### src/rtl/ibex_pkg.sv
// Shared types for the RVFI retirement trace buffer: record layout and FSM states.
package ibex_pkg;

    typedef struct packed {
        logic [31:0] pc;
        logic [31:0] insn;
        logic [31:0] rd_wdata;
        logic [4:0]  rd_addr;
        logic        trap;
    } trace_rec_t;

    typedef enum logic [1:0] {
        TB_IDLE    = 2'd0,
        TB_CAPTURE = 2'd1,
        TB_POST    = 2'd2,
        TB_DONE    = 2'd3
    } trace_state_e;

endpackage

### src/rtl/ibex_rvfi_trace_buffer.sv
// Captures RVFI retirements into a ring of records, either stop-when-full or
// circular around a PC/trap trigger, then streams them out oldest first.
module ibex_rvfi_trace_buffer
    import ibex_pkg::*;
#(
    parameter int unsigned Depth      = 16,
    parameter bit          TrapTrigEn = 1'b1
) (
    input  logic                     clk_i,
    input  logic                     rst_i,
    input  logic                     rvfi_valid_i,
    input  logic [31:0]              rvfi_pc_rdata_i,
    input  logic [31:0]              rvfi_insn_i,
    input  logic [31:0]              rvfi_rd_wdata_i,
    input  logic [4:0]               rvfi_rd_addr_i,
    input  logic                     rvfi_trap_i,
    input  logic                     arm_i,
    input  logic                     mode_i,
    input  logic                     trig_pc_en_i,
    input  logic [31:0]              trig_pc_i,
    input  logic                     trig_trap_en_i,
    input  logic [$clog2(Depth)-1:0] post_cnt_i,
    output logic                     rd_valid_o,
    input  logic                     rd_ready_i,
    output logic [101:0]             rd_data_o,
    output logic [1:0]               state_o,
    output logic [$clog2(Depth):0]   count_o,
    output logic                     overflow_o,
    output logic                     triggered_o
);

    localparam int unsigned AW = $clog2(Depth);
    localparam logic [AW:0] DEPTH_CNT = (AW+1)'(Depth);

    trace_state_e  state_reg, state_next;
    logic [AW-1:0] wptr_reg, wptr_next;
    logic [AW-1:0] rptr_reg, rptr_next;
    logic [AW:0]   count_reg, count_next;
    logic [AW-1:0] post_left_reg, post_left_next;
    logic [AW-1:0] post_cfg_reg, post_cfg_next;
    logic          mode_reg, mode_next;
    logic          overflow_reg, overflow_next;
    logic          triggered_reg, triggered_next;

    trace_rec_t    mem [Depth];
    trace_rec_t    wr_rec;
    logic          mem_we;
    logic          trap_trig;
    logic          trig_hit;

    generate
        if (TrapTrigEn) begin : gen_trap_trig
            assign trap_trig = trig_trap_en_i & rvfi_trap_i;
        end else begin : gen_no_trap_trig
            assign trap_trig = 1'b0;
        end
    endgenerate

    assign trig_hit = rvfi_valid_i &
                      ((trig_pc_en_i & (rvfi_pc_rdata_i == trig_pc_i)) | trap_trig);

    assign wr_rec = '{pc:       rvfi_pc_rdata_i,
                      insn:     rvfi_insn_i,
                      rd_wdata: rvfi_rd_wdata_i,
                      rd_addr:  rvfi_rd_addr_i,
                      trap:     rvfi_trap_i};

    assign mem_we = rvfi_valid_i & ((state_reg == TB_CAPTURE) | (state_reg == TB_POST));

    always_comb begin
        state_next     = state_reg;
        wptr_next      = wptr_reg;
        rptr_next      = rptr_reg;
        count_next     = count_reg;
        post_left_next = post_left_reg;
        post_cfg_next  = post_cfg_reg;
        mode_next      = mode_reg;
        overflow_next  = overflow_reg;
        triggered_next = triggered_reg;
        unique case (state_reg)
            TB_IDLE: begin
                if (arm_i) begin
                    wptr_next      = '0;
                    rptr_next      = '0;
                    count_next     = '0;
                    overflow_next  = 1'b0;
                    triggered_next = 1'b0;
                    mode_next      = mode_i;
                    post_cfg_next  = post_cnt_i;
                    state_next     = TB_CAPTURE;
                end
            end
            TB_CAPTURE, TB_POST: begin
                if (rvfi_valid_i) begin
                    wptr_next = wptr_reg + 1'b1;
                    // A full ring drops its oldest entry so count stays at Depth.
                    if (count_reg == DEPTH_CNT) begin
                        rptr_next     = rptr_reg + 1'b1;
                        overflow_next = 1'b1;
                    end else begin
                        count_next = count_reg + 1'b1;
                    end
                    if (!mode_reg) begin
                        if (count_reg == DEPTH_CNT - 1'b1) begin
                            state_next = TB_DONE;
                        end
                    end else if (state_reg == TB_CAPTURE) begin
                        if (trig_hit && !triggered_reg) begin
                            triggered_next = 1'b1;
                            if (post_cfg_reg == '0) begin
                                state_next = TB_DONE;
                            end else begin
                                post_left_next = post_cfg_reg;
                                state_next     = TB_POST;
                            end
                        end
                    end else begin
                        post_left_next = post_left_reg - 1'b1;
                        if (post_left_reg == AW'(1)) begin
                            state_next = TB_DONE;
                        end
                    end
                end
            end
            TB_DONE: begin
                if (count_reg == '0) begin
                    state_next = TB_IDLE;
                end else if (rd_ready_i) begin
                    rptr_next  = rptr_reg + 1'b1;
                    count_next = count_reg - 1'b1;
                    if (count_reg == (AW+1)'(1)) begin
                        state_next = TB_IDLE;
                    end
                end
            end
            default: state_next = TB_IDLE;
        endcase
    end

    always_ff @(posedge clk_i) begin
        if (rst_i) begin
            state_reg     <= TB_IDLE;
            wptr_reg      <= '0;
            rptr_reg      <= '0;
            count_reg     <= '0;
            post_left_reg <= '0;
            post_cfg_reg  <= '0;
            mode_reg      <= 1'b0;
            overflow_reg  <= 1'b0;
            triggered_reg <= 1'b0;
        end else begin
            state_reg     <= state_next;
            wptr_reg      <= wptr_next;
            rptr_reg      <= rptr_next;
            count_reg     <= count_next;
            post_left_reg <= post_left_next;
            post_cfg_reg  <= post_cfg_next;
            mode_reg      <= mode_next;
            overflow_reg  <= overflow_next;
            triggered_reg <= triggered_next;
        end
    end

    // Storage is intentionally left unreset; readout is gated by count.
    always_ff @(posedge clk_i) begin
        if (mem_we) begin
            mem[wptr_reg] <= wr_rec;
        end
    end

    assign rd_data_o   = mem[rptr_reg];
    assign rd_valid_o  = (state_reg == TB_DONE) && (count_reg != '0);
    assign state_o     = state_reg;
    assign count_o     = count_reg;
    assign overflow_o  = overflow_reg;
    assign triggered_o = triggered_reg;

endmodule

### config.mk
export PLATFORM = sky130hd
export DESIGN_NAME = ibex_rvfi_trace_buffer
export DESIGN_NICKNAME = d
export VERILOG_FILES = /design/src/rtl/ibex_pkg.sv /design/src/rtl/ibex_rvfi_trace_buffer.sv
export SDC_FILE = /design/constraint.sdc
export NUM_CORES = 1
export LEC_CHECK = 0
export BUFFER_PORTS_ARGS = -buffer_cell sky130_fd_sc_hd__buf_2
export CORE_AREA = 8 8 230 452
export CTS_BUF_LIST = sky130_fd_sc_hd__clkbuf_8
export CTS_CLUSTER_DIAMETER = 30
export CTS_CLUSTER_SIZE = 40
export DETAILED_ROUTE_END_ITERATION = 8
export DIE_AREA = 0 0 238 460
export GPL_TIMING_DRIVEN = 1
export MAX_ROUTING_LAYER = met4
export PLACE_DENSITY_LB_ADDON = 0.3
export SLEW_MARGIN = 5
export SYNTH_ARGS = -nofsm -noshare
export SYNTH_HDL_FRONTEND = slang
export SYNTH_SLANG_ARGS = --single-unit
### constraint.sdc
create_clock -name clk_i -period 10.5 [get_ports clk_i]
set_input_delay 2.1 -clock clk_i [delete_from_list [all_inputs] [get_ports clk_i]]
set_output_delay 2.1 -clock clk_i [all_outputs]
set_load 0.02 [all_outputs]
==> results.md <==
- DP HPWL: about 70000 um
- Min Tclk post-route: ~6.6 ns
- Final Hold Vio Count: 0
- Mapped Nets: 2719
- Post-synth ARST share: 0%
- Final Cell Area: 69600 um^2
- Area share of the largest cell type after synthesis: 77.5%
- Gate Count Post-Synth: 2557
- CTS max path bufs: 3
- Hold Crit Endpoint: post_cfg_reg[2]$_SDFFE_PP0P_
- First-pass GRT wire length: approximately 200000 um
- Reg2reg path depth: 7
- Synth Flop Type: edfxtp_1
- Worst R2R Start: state_o[0]$_SDFFE_PP0P_
- DRT antenna net count: 0
- Post-synth cell types: 46
- Post-Syn Area: between 60000 and 70000 um^2
- Hold depth: 2
- Antenna violations before repair: 15
- Pwr/cell area: 206 nW/um^2
- CTS tree: done
- Pin count of the biggest net entering global routing: about 170
- Max_slew headroom: 23.0%
- Final TNS setup: 0 ns
- Clock share of power: between 20% and 30%
- Die height: approximately 460 um
- Routability Congestion: around 0.80
- Yosys warnings: 0
- Drt total wl: 137000 um
- Worst setup EP type: primary output
- Crit Path Class: flop to primary output
- Proportion of layout cells with a drive suffix above 1: between 30% and 40%
- DRC errors left: 0
- CTS clk-pin slew, worst paths: roughly 0.080 ns
- Total CTS buffers: 156
- Slew @ Worst Pin: 1.15 ns
- Total GRT Usage: between 20% and 30%
- Final worst setup slack: about 3.9 ns
- Combinational share of power: between 10% and 20%
- Endpoints failing setup: 0
- P_int: 10500 uW
- Leak: between 0.02 and 0.025 uW
- Required time of the critical path: approximately 8.4 ns
- Largest incremental delay on the critical path: slightly above 0.9 ns
- Die width: around 240 um
- CTS Hold Buffers Added: 0
- Clock latency at the later pin of the worst-skew pair: just under 0.9 ns
- Layout Cells excl Fill: 4349
- Commonest non-fill, non-tap cell in the layout: edfxtp_1
- Ports: 258
- Area leader, netlist: edfxtp_1
- Vias in the first global route: ~30k
- PortBufs: around 260
- Max-slew violations: 0
- HP Class: flop to flop
- Commonest non-fill, non-tap cells in the layout: edfxtp_1, mux4_2, buf_2
- Clock skew: 0.0434 ns
- Post-CTS Setup Bufs: 0
- RSZ-0062 raised after global routing: false
- Sequential share of the synthesized area: between 70% and 80%
- Nets: approximately 3k
- CP max-delay cell: buf_4
- Worst vdd ir: between 0.0002 and 0.00025 V
- Initial Util: 64.3%
- Grt ovf: 0
- Max Freq: ~150 MHz
- Syn-to-layout area delta: 10.1%
- Worst-path fanout max: 75
- Htree depth: 4
- Worst Hold Slack: approximately 0.5 ns
- Seq cells post-synth: ~1.7k
- Core Area: between 90000 and 100000 um^2
- Max-cap viol count: 0
- Largest register FFs: about 1.6k
- Fin crit share: between 60% and 70%
- Worst hold start: post_cfg_reg[2]$_SDFFE_PP0P_
- CP cell instances: buf_4, buf_4, mux4_2, mux4_2, buf_2
- EDFF count, synth: 1632
- DR WL/cell: approximately 32 um
- Top reg by flops: mem
- Pre-CTS setup slack: around 4.8 ns
- Drt first-iter violations: slightly below 3k
- Area of the die: 109000 um^2
- Cells after DPL: between 4k and 5k
- Drt via density: around 6.6
- Clock Sinks: ~1.7k
- Psw: ~3800 uW
- Routed vias: roughly 29k
- Placed cell areas: approximately 66000 um^2
- Register share of total power: 52.5%
- Sw Share: a little over a quarter
- Worst Setup Start Kind: flop
- R2R setup slack: 6.31 ns
- Worst flop-to-flop path endpoint: mem[11][66]$_DFFE_PP_
- CTS resizes: 0
- Worst Path Arrival: roughly 4.5 ns
- Clock Tree Root: clkbuf_8
- Largest cells by area after synthesis: edfxtp_1, mux4_2, dfxtp_1, clkbuf_1, ha_1
- Site row count: between 150 and 200
- DRT Pass-1 Iters: 6
- Avg Inst Size Synth: around 25 um^2
- Status: complete, no violations
==> worst max-delay path by stage <==
stage / from / endpoint / slack (ns) / depth (start not counted)
5_1_grt: flop / rd_data_o[42] / 3.70 / 5
4_1_cts: flop / rd_data_o[42] / 3.80 / 5
2_1_floorplan: rvfi_valid_i / mem[0][0]$_DFFE_PP_ / 4.96 / 4
3_3_place_gp: flop / rd_data_o[42] / 4.89 / 5
6_report: flop / rd_data_o[42] / 3.91 / 5
3_5_place_dp: flop / rd_data_o[42] / 4.80 / 5
==> power groups by stage <==
stage | Clock, uW | Combinational (uW) | Sequential (uW)
floorplan | 0 | 1990 | 7640
global placement | 0 | 2650 | 7680
finish | 4150 | 2670 | 7540
CTS | 4230 | 2730 | 7540
global route | 4470 | 2860 | 7560
detailed placement | 0 | 2710 | 7690
==> layout make-up <==
| class | count | area (um^2) |
|---|---|---|
| Sequential cell | 1662 | 49600 |
| Clock inverter | 120 | 1240 |
| Multi-Input combinational cell | 750 | 13100 |
| Timing Repair Buffer | 302 | 1670 |
| Inverter | 18 | 67.6 |
| Antenna cell | 16 | 40.0 |
| Tap cell | 1320 | 1650 |
| Fill cell | 5605 | 28700 |
| Clock buffer | 161 | 2220 |
==> cells by family (layout without fill, tap and decap cells) <==
| logic type | after synthesis | in the layout | synth area share, % |
|---|---|---|---|
| muxes | 513 | 513 | 18.2 |
| and+or+nand+nor | 124 | 124 | 0.992 |
| DFF | 1662 | 1662 | 78.5 |
| xor gates and xnor gates | 30 | 30 | 0.416 |
| AOI/OAI and AO/OA | 67 | 67 | 0.671 |
| other | 0 | 16 | 0 |
| buffers and inverters | 145 | 601 | 0.893 |
| adders and majority gates | 16 | 16 | 0.317 |
==> per-stage QoR <==
step                utilization (%)  power, uW
CTS                            70.7      14500
finish                         70.8      14400
detailed placement             67.2      10400
global route                   70.8      14900
global placement               67.2      10300
floorplan                         -       9630
==> cell usage after synthesis (all sizes together), types with 2 or more instances <==
cell and instances:
a211oi 3, a21oi 28, nand4 5, nor2b 6, nand2 24, and2 16
o221ai 2, nor4 4, inv 18, buf 44, o21ai 14, ha 16
or3 2, dfxtp 30, nor3b 2, a221oi 2, o31ai 4, nor3 12
mux2i 3, xnor2 22, nor2 28, a2111o 2, nand2b 4, a22oi 2
xor2 8, clkbuf 83, nand3 14, edfxtp 1632, a31oi 3, mux4 510
==> critical path, delay by kind of cell, from the launching register on <==
family / cells / cell delay, ns
DFF: 1 / 0.60
muxes: 2 / 0.96
buffers and inverters: 3 / 1.96
==> metal layers <==
metal / up-vias / share of wire [%] / track usage, %
met5: - / 0 / -
met4: 0 / 2.4 / 7.60
met3: 262 / 8.2 / 4.71
met2: 1508 / 52 / 43.3
met1: 15300 / 37 / 34.3
li1: 11700 / - / -
Note: power is estimated with default switching activity, not from simulation.
